**config.mk**
```make
export PLATFORM = sky130hd
export DESIGN_NAME = fpalu_pipe
export DESIGN_NICKNAME = d
export VERILOG_FILES = /design/src/rtl/fpalu_pipe.sv
export SDC_FILE = /design/constraint.sdc
export NUM_CORES = 2
export LEC_CHECK = 0
export BUFFER_PORTS_ARGS = -buffer_cell sky130_fd_sc_hd__buf_2
export CAP_MARGIN = 20
export CORE_ASPECT_RATIO = 0.5
export CORE_MARGIN = 2
export CORE_UTILIZATION = 55
export DETAILED_ROUTE_END_ITERATION = 8
export GPL_ROUTABILITY_DRIVEN = 0
export PLACE_DENSITY = 0.72
export SLEW_MARGIN = 10
export SYNTH_ARGS = -nofsm -noshare
export SYNTH_HDL_FRONTEND = slang
export SYNTH_SLANG_ARGS = --single-unit
```
**constraint.sdc**
```tcl
create_clock -name clk -period 9.07 [get_ports clk]
set_clock_uncertainty 0.15 [all_clocks]
set_input_delay 1.3605 -clock clk [delete_from_list [all_inputs] [get_ports clk]]
set_output_delay 1.3605 -clock clk [all_outputs]
set_load 0.005 [all_outputs]
```
**src/rtl/fpalu_pipe.sv**
```systemverilog
// Three-stage pipelined floating-point ALU (add/sub/mul/pass) with valid/ready backpressure.
// Value = (-1)^sgn * (man / 2^MAN_W) * 2^(exp - BIAS); mantissa left-aligned, no hidden bit.
module fpalu_pipe #(
    parameter int EXP_W = 6,
    parameter int MAN_W = 22,
    parameter int BIAS  = 2**(EXP_W-1)
) (
    input  logic             clk,
    input  logic             rst_n,
    input  logic             in_valid,
    output logic             in_ready,
    input  logic [1:0]       op,
    input  logic             a_sgn,
    input  logic [EXP_W-1:0] a_exp,
    input  logic [MAN_W-1:0] a_man_dn,
    input  logic             b_sgn,
    input  logic [EXP_W-1:0] b_exp,
    input  logic [MAN_W-1:0] b_man_dn,
    output logic             out_valid,
    input  logic             out_ready,
    output logic             y_sgn,
    output logic [EXP_W-1:0] y_exp,
    output logic [MAN_W-1:0] y_man_dn,
    output logic             y_ovf,
    output logic             y_unf
);
    localparam int EW  = EXP_W + 2;
    localparam int PW  = 2 * MAN_W;
    localparam int LZW = $clog2(PW + 1);
    localparam logic signed [EW-1:0] EXP_MAX = EW'(2**EXP_W - 1);

    typedef enum logic [1:0] {
        OP_ADD  = 2'b00,
        OP_SUB  = 2'b01,
        OP_MUL  = 2'b10,
        OP_PASS = 2'b11
    } op_e;

    op_e  op_in;
    logic adv;

    assign op_in    = op_e'(op);
    assign adv      = ~out_valid | out_ready;
    assign in_ready = adv;

    // Stage 1: align/compare for add/sub, full product for mul
    logic                 s1_vld_q;
    logic                 s1_sgn_d, s1_sgn_q;
    logic                 s1_arith_d, s1_arith_q;
    logic                 s1_sub_d, s1_sub_q;
    logic signed [EW-1:0] s1_exp_d, s1_exp_q;
    logic [PW-1:0]        s1_x_d, s1_x_q;
    logic [MAN_W-1:0]     s1_s_d, s1_s_q;

    logic             b_sgn_eff, a_big;
    logic [EXP_W-1:0] e_diff;
    logic [MAN_W-1:0] l_man, s_man;

    always_comb begin
        b_sgn_eff  = b_sgn ^ (op_in == OP_SUB);
        a_big      = (a_exp > b_exp) || ((a_exp == b_exp) && (a_man_dn >= b_man_dn));
        l_man      = a_big ? a_man_dn : b_man_dn;
        s_man      = a_big ? b_man_dn : a_man_dn;
        e_diff     = a_big ? (a_exp - b_exp) : (b_exp - a_exp);
        s1_sgn_d   = a_sgn;
        s1_arith_d = 1'b0;
        s1_sub_d   = 1'b0;
        s1_exp_d   = EW'(a_exp);
        s1_x_d     = {a_man_dn, {MAN_W{1'b0}}};
        s1_s_d     = '0;
        case (op_in)
            OP_ADD, OP_SUB: begin
                s1_arith_d = 1'b1;
                s1_sgn_d   = a_big ? a_sgn : b_sgn_eff;
                s1_sub_d   = a_sgn ^ b_sgn_eff;
                s1_exp_d   = EW'(a_big ? a_exp : b_exp);
                s1_x_d     = {l_man, {MAN_W{1'b0}}};
                // Shifts of MAN_W or more already yield zero
                s1_s_d     = s_man >> e_diff;
            end
            OP_MUL: begin
                s1_sgn_d = a_sgn ^ b_sgn;
                s1_exp_d = EW'(a_exp) + EW'(b_exp) - EW'(BIAS);
                s1_x_d   = PW'(a_man_dn) * PW'(b_man_dn);
            end
            default: ;
        endcase
    end

    // Stage 2: add/sub, carry fold, leading-zero count over the PW-bit value
    logic                 s2_vld_q;
    logic                 s2_sgn_q;
    logic signed [EW-1:0] s2_exp_d, s2_exp_q;
    logic [PW-1:0]        s2_x_d, s2_x_q;
    logic [LZW-1:0]       s2_lz_d, s2_lz_q;
    logic [MAN_W:0]       sum;

    always_comb begin
        sum = s1_sub_q ? ({1'b0, s1_x_q[PW-1 -: MAN_W]} - {1'b0, s1_s_q})
                       : ({1'b0, s1_x_q[PW-1 -: MAN_W]} + {1'b0, s1_s_q});
        s2_x_d   = s1_x_q;
        s2_exp_d = s1_exp_q;
        if (s1_arith_q) begin
            if (sum[MAN_W] && !s1_sub_q) begin
                s2_x_d   = {sum[MAN_W:1], {MAN_W{1'b0}}};
                s2_exp_d = s1_exp_q + EW'(1);
            end else begin
                s2_x_d = {sum[MAN_W-1:0], {MAN_W{1'b0}}};
            end
        end
        s2_lz_d = LZW'(PW);
        for (int unsigned i = 0; i < PW; i++) begin
            if (s2_x_d[i]) s2_lz_d = LZW'(PW - 1 - i);
        end
    end

    // Stage 3: normalise, exponent adjust, saturate/flush
    logic                 y_sgn_d, y_ovf_d, y_unf_d;
    logic [EXP_W-1:0]     y_exp_d;
    logic [MAN_W-1:0]     y_man_d;
    logic signed [EW-1:0] exp_n;

    always_comb begin
        exp_n   = s2_exp_q - EW'(s2_lz_q);
        y_sgn_d = s2_sgn_q;
        y_exp_d = exp_n[EXP_W-1:0];
        y_man_d = MAN_W'((s2_x_q << s2_lz_q) >> MAN_W);
        y_ovf_d = 1'b0;
        y_unf_d = 1'b0;
        if (s2_x_q == '0) begin
            y_sgn_d = 1'b0;
            y_exp_d = '0;
            y_man_d = '0;
        end else if (exp_n > EXP_MAX) begin
            y_exp_d = '1;
            y_man_d = '1;
            y_ovf_d = 1'b1;
        end else if (exp_n[EW-1]) begin
            y_sgn_d = 1'b0;
            y_exp_d = '0;
            y_man_d = '0;
            y_unf_d = 1'b1;
        end
    end

    always_ff @(posedge clk) begin
        if (!rst_n) begin
            s1_vld_q   <= 1'b0;
            s1_sgn_q   <= 1'b0;
            s1_arith_q <= 1'b0;
            s1_sub_q   <= 1'b0;
            s1_exp_q   <= '0;
            s1_x_q     <= '0;
            s1_s_q     <= '0;
            s2_vld_q   <= 1'b0;
            s2_sgn_q   <= 1'b0;
            s2_exp_q   <= '0;
            s2_x_q     <= '0;
            s2_lz_q    <= '0;
            out_valid  <= 1'b0;
            y_sgn      <= 1'b0;
            y_exp      <= '0;
            y_man_dn   <= '0;
            y_ovf      <= 1'b0;
            y_unf      <= 1'b0;
        end else if (adv) begin
            s1_vld_q   <= in_valid;
            s1_sgn_q   <= s1_sgn_d;
            s1_arith_q <= s1_arith_d;
            s1_sub_q   <= s1_sub_d;
            s1_exp_q   <= s1_exp_d;
            s1_x_q     <= s1_x_d;
            s1_s_q     <= s1_s_d;
            s2_vld_q   <= s1_vld_q;
            s2_sgn_q   <= s1_sgn_q;
            s2_exp_q   <= s2_exp_d;
            s2_x_q     <= s2_x_d;
            s2_lz_q    <= s2_lz_d;
            out_valid  <= s2_vld_q;
            y_sgn      <= y_sgn_d;
            y_exp      <= y_exp_d;
            y_man_dn   <= y_man_d;
            y_ovf      <= y_ovf_d;
            y_unf      <= y_unf_d;
        end
    end

endmodule

```
==> metrics <==
Max Cap Viol 0; synth top area cells fa_1, dfxtp_1, ha_1; crit-path max FO 19; met1 wire length 36.52 mm; Hold Path Sink y_man_dn[1]; top-area cell type share of the netlist area 26.80%; Initial Util 55.79%; largest net degree at the start of global routing 156; I/O Pins 97; Worst path max stage delay 0.53 ns; CTS Sinks 170; die width 334.5 microns; actual slew at the worst max-slew pin 1.101 ns; die height 169.2 microns; Achievable Freq 0.1191 GHz; fraction of layout cells with a size suffix above 1 7.604%; post-route setup TNS 0 ns; DIE AREA 56600 sq um; outcome complete, no violations; Worst Setup End Kind flip-flop; # port buffers 96; worst path bufs/invs 9; post-synth cell types 92; CP startpoint kind input port; Core Box Area 53830 sq um; Worst-Skew Late Latency 0.45 ns; number of CTS-inserted buffers 17; Clock Pin Slew Worst Setup and Hold Paths 0.08 ns; CP dominant cell by count inv_1; EDFF count, synth 0; syn avg cell area 8.266 sq um; Yosys reg bits 170; DRT iter0 DRCs 2538; area grow syn2layout 5.162%; H-tree lvl count 4; post-layout min period 8.398 ns; critical path class in -> reg; most numerous cell in the Yosys netlist inv_1; # setup viols final 0; Arr. time, crit path 8.58 ns; sequential fraction of the synthesis area 11.33%; Critical R2R Capture s2_lz_q[1]; Hold Crit Class reg -> reg; RSZ-0062 raised after global routing no; CTS Hold Bufs 0; post-CTS setup buffer count 0; vias per inst 6.052; area leader, netlist fa_1; wire length per cell 20.20 microns; Met2 Wirelength 39.31 mm; CP max-delay cell buf_2; post-CTS sizing 0; gr usage total 31.26%; Hold Vio Cnt, Final 0; Routed WL 87.03 mm; initial antenna violation count 7; Top delay family on crit path adder cells; HP Start y_man_dn[1]; DP Wirelength 67.46 mm; global-route wire length before repair 140.9 mm; drt pass-1 iters 6; Gate Count Post-Synth 3633; Max-slew headroom 26.40%; Pins Over Slew Limit 0; number of remaining DRC errors 0; CTS Root Cell clkbuf_16; clock tree buffer depth 2; post-synthesis async set-or-reset flop share 0%; Hold Path Depth 2; Worst Reg-to-Reg Cells 16; met3 routed WL 8.007 mm; Worst Path Required 9.25 ns; vias 26070; Site Rows 60; global route overflow 0; synthesized area 30030 sq um; # fillers 4804; synthesis warning total 0; most frequent cells after synthesis inv_1, nand2_1, fa_1, ha_1, nor2_1; Tcrit/Tclk final 92.59%; number of global-route vias before repair 26440; ys flop type dfxtp_1; setup slack, reg-to-reg 2.70 ns; final antenna-violating net count 0; Net Count, Synth 4354; RR Startpoint s1_s_q[2]; top sig layer met5; NumNets Final 4298; CTS tree built
-- flip-flops by register name (all words and copies together) (netlist names), 6 cells and up --
signal / flops
s1_x_q: 44
s2_x_q: 44
s1_s_q: 22
y_man_dn: 22
s1_exp_q: 8
s2_exp_q: 8
s2_lz_q: 6
y_exp: 6
-- layout make-up --
class | instances | area, sq um | share of cell area (%)
Antenna cell | 5 | 12.51 | 0.03962
Clock buffer | 18 | 439.2 | 1.391
Clock inverter | 14 | 173.9 | 0.5507
Inverter | 541 | 2033 | 6.438
Multi-Input combinational cell | 2703 | 23770 | 75.27
Sequential cell | 170 | 3406 | 10.78
Tap cell | 713 | 892.1 | 2.825
Timing Repair Buffer | 144 | 853.3 | 2.702
-- worst max path at each step --
stage                 start         end  depth (start not counted)
6_report       a_man_dn[10]  s1_x_q[43]                         27
5_1_grt        a_man_dn[10]  s1_x_q[43]                         27
4_1_cts         a_man_dn[8]  s1_x_q[40]                         25
3_5_place_dp    a_man_dn[8]  s1_x_q[40]                         25
3_3_place_gp   b_man_dn[11]  s1_x_q[40]                         26
2_1_floorplan   b_man_dn[7]  s1_x_q[42]                         27
-- per-stage QoR --
step | area (sq um) | setup WS, ns | utilization (%) | hold WS, ns | std cells
floorplan | 30030 | 1.238 | - | 0.2815 | 3633
global placement | 30950 | 0.4752 | 57.51 | 0.2889 | 4271
detailed placement | 30950 | 0.3777 | 57.51 | 0.2930 | 4271
CTS | 31570 | 0.8438 | 58.65 | 0.3034 | 4303
global route | 31580 | 0.3778 | 58.66 | 0.3154 | 4306
finish | 31580 | 0.6720 | 58.67 | 0.3009 | 4308
-- cell usage in the layout (no fill, tap or decap), types with 9 or more instances in the layout --
cell type and count:
nor2_1 246, nand3_1 36, buf_2 96, xor2_1 17
clkbuf_16 17, nand2_1 527, a221oi_1 18, nor4_1 24
o221ai_1 9, o31ai_1 16, or3_1 12, mux4_2 55
xnor2_1 64, and3_1 34, a211o_1 11, mux2i_1 84
inv_1 537, nand4_1 17, nand2b_1 22, a211oi_1 48
dfxtp_1 168, nor2b_1 21, fa_1 402, and2_1 126
a21oi_1 198, o22ai_1 20, nor3_1 50, a31oi_1 24
a21o_1 33, o21a_1 17, buf_4 47, o21ai_0 100
o21bai_1 9, a22oi_1 43, ha_1 255, o211ai_1 23
-- layer usage --
layer / vias up / GRT usage [%]
met5: - / 0
met4: 2 / 11.91
met3: 205 / 5.862
met2: 1163 / 50.44
met1: 12790 / 42.00
li1: 11910 / -
-- worst register-to-register path, stage by stage (launching register included) --
cell	delay, ns
dfxtp_1	0.38
or4_1	0.55
nor4_1	0.63
nand2_1	0.11
nor3_1	0.39
a21oi_1	0.15
xnor2_1	0.19
ha_1	0.41
nand2_1	0.15
a2111o_1	0.42
a21oi_1	0.45
or3_1	0.69
mux2i_4	0.40
or4b_1	0.47
o311ai_1	0.39
a41o_1	0.25
o21ai_1	0.07
-- cell families after synthesis --
kind of cell               share of synthesized area [%]
and+or+nand+nor                                    17.63
xor gates and xnor gates                           2.362
DFF                                                11.33
buffers and inverters                              9.575
adders and majority gates                          37.42
muxes                                              7.333
AOI/OAI and AO/OA                                  14.34
Power is not shown: default switching activity piles up to over one toggle a cycle in this logic, so the estimate is an artifact.
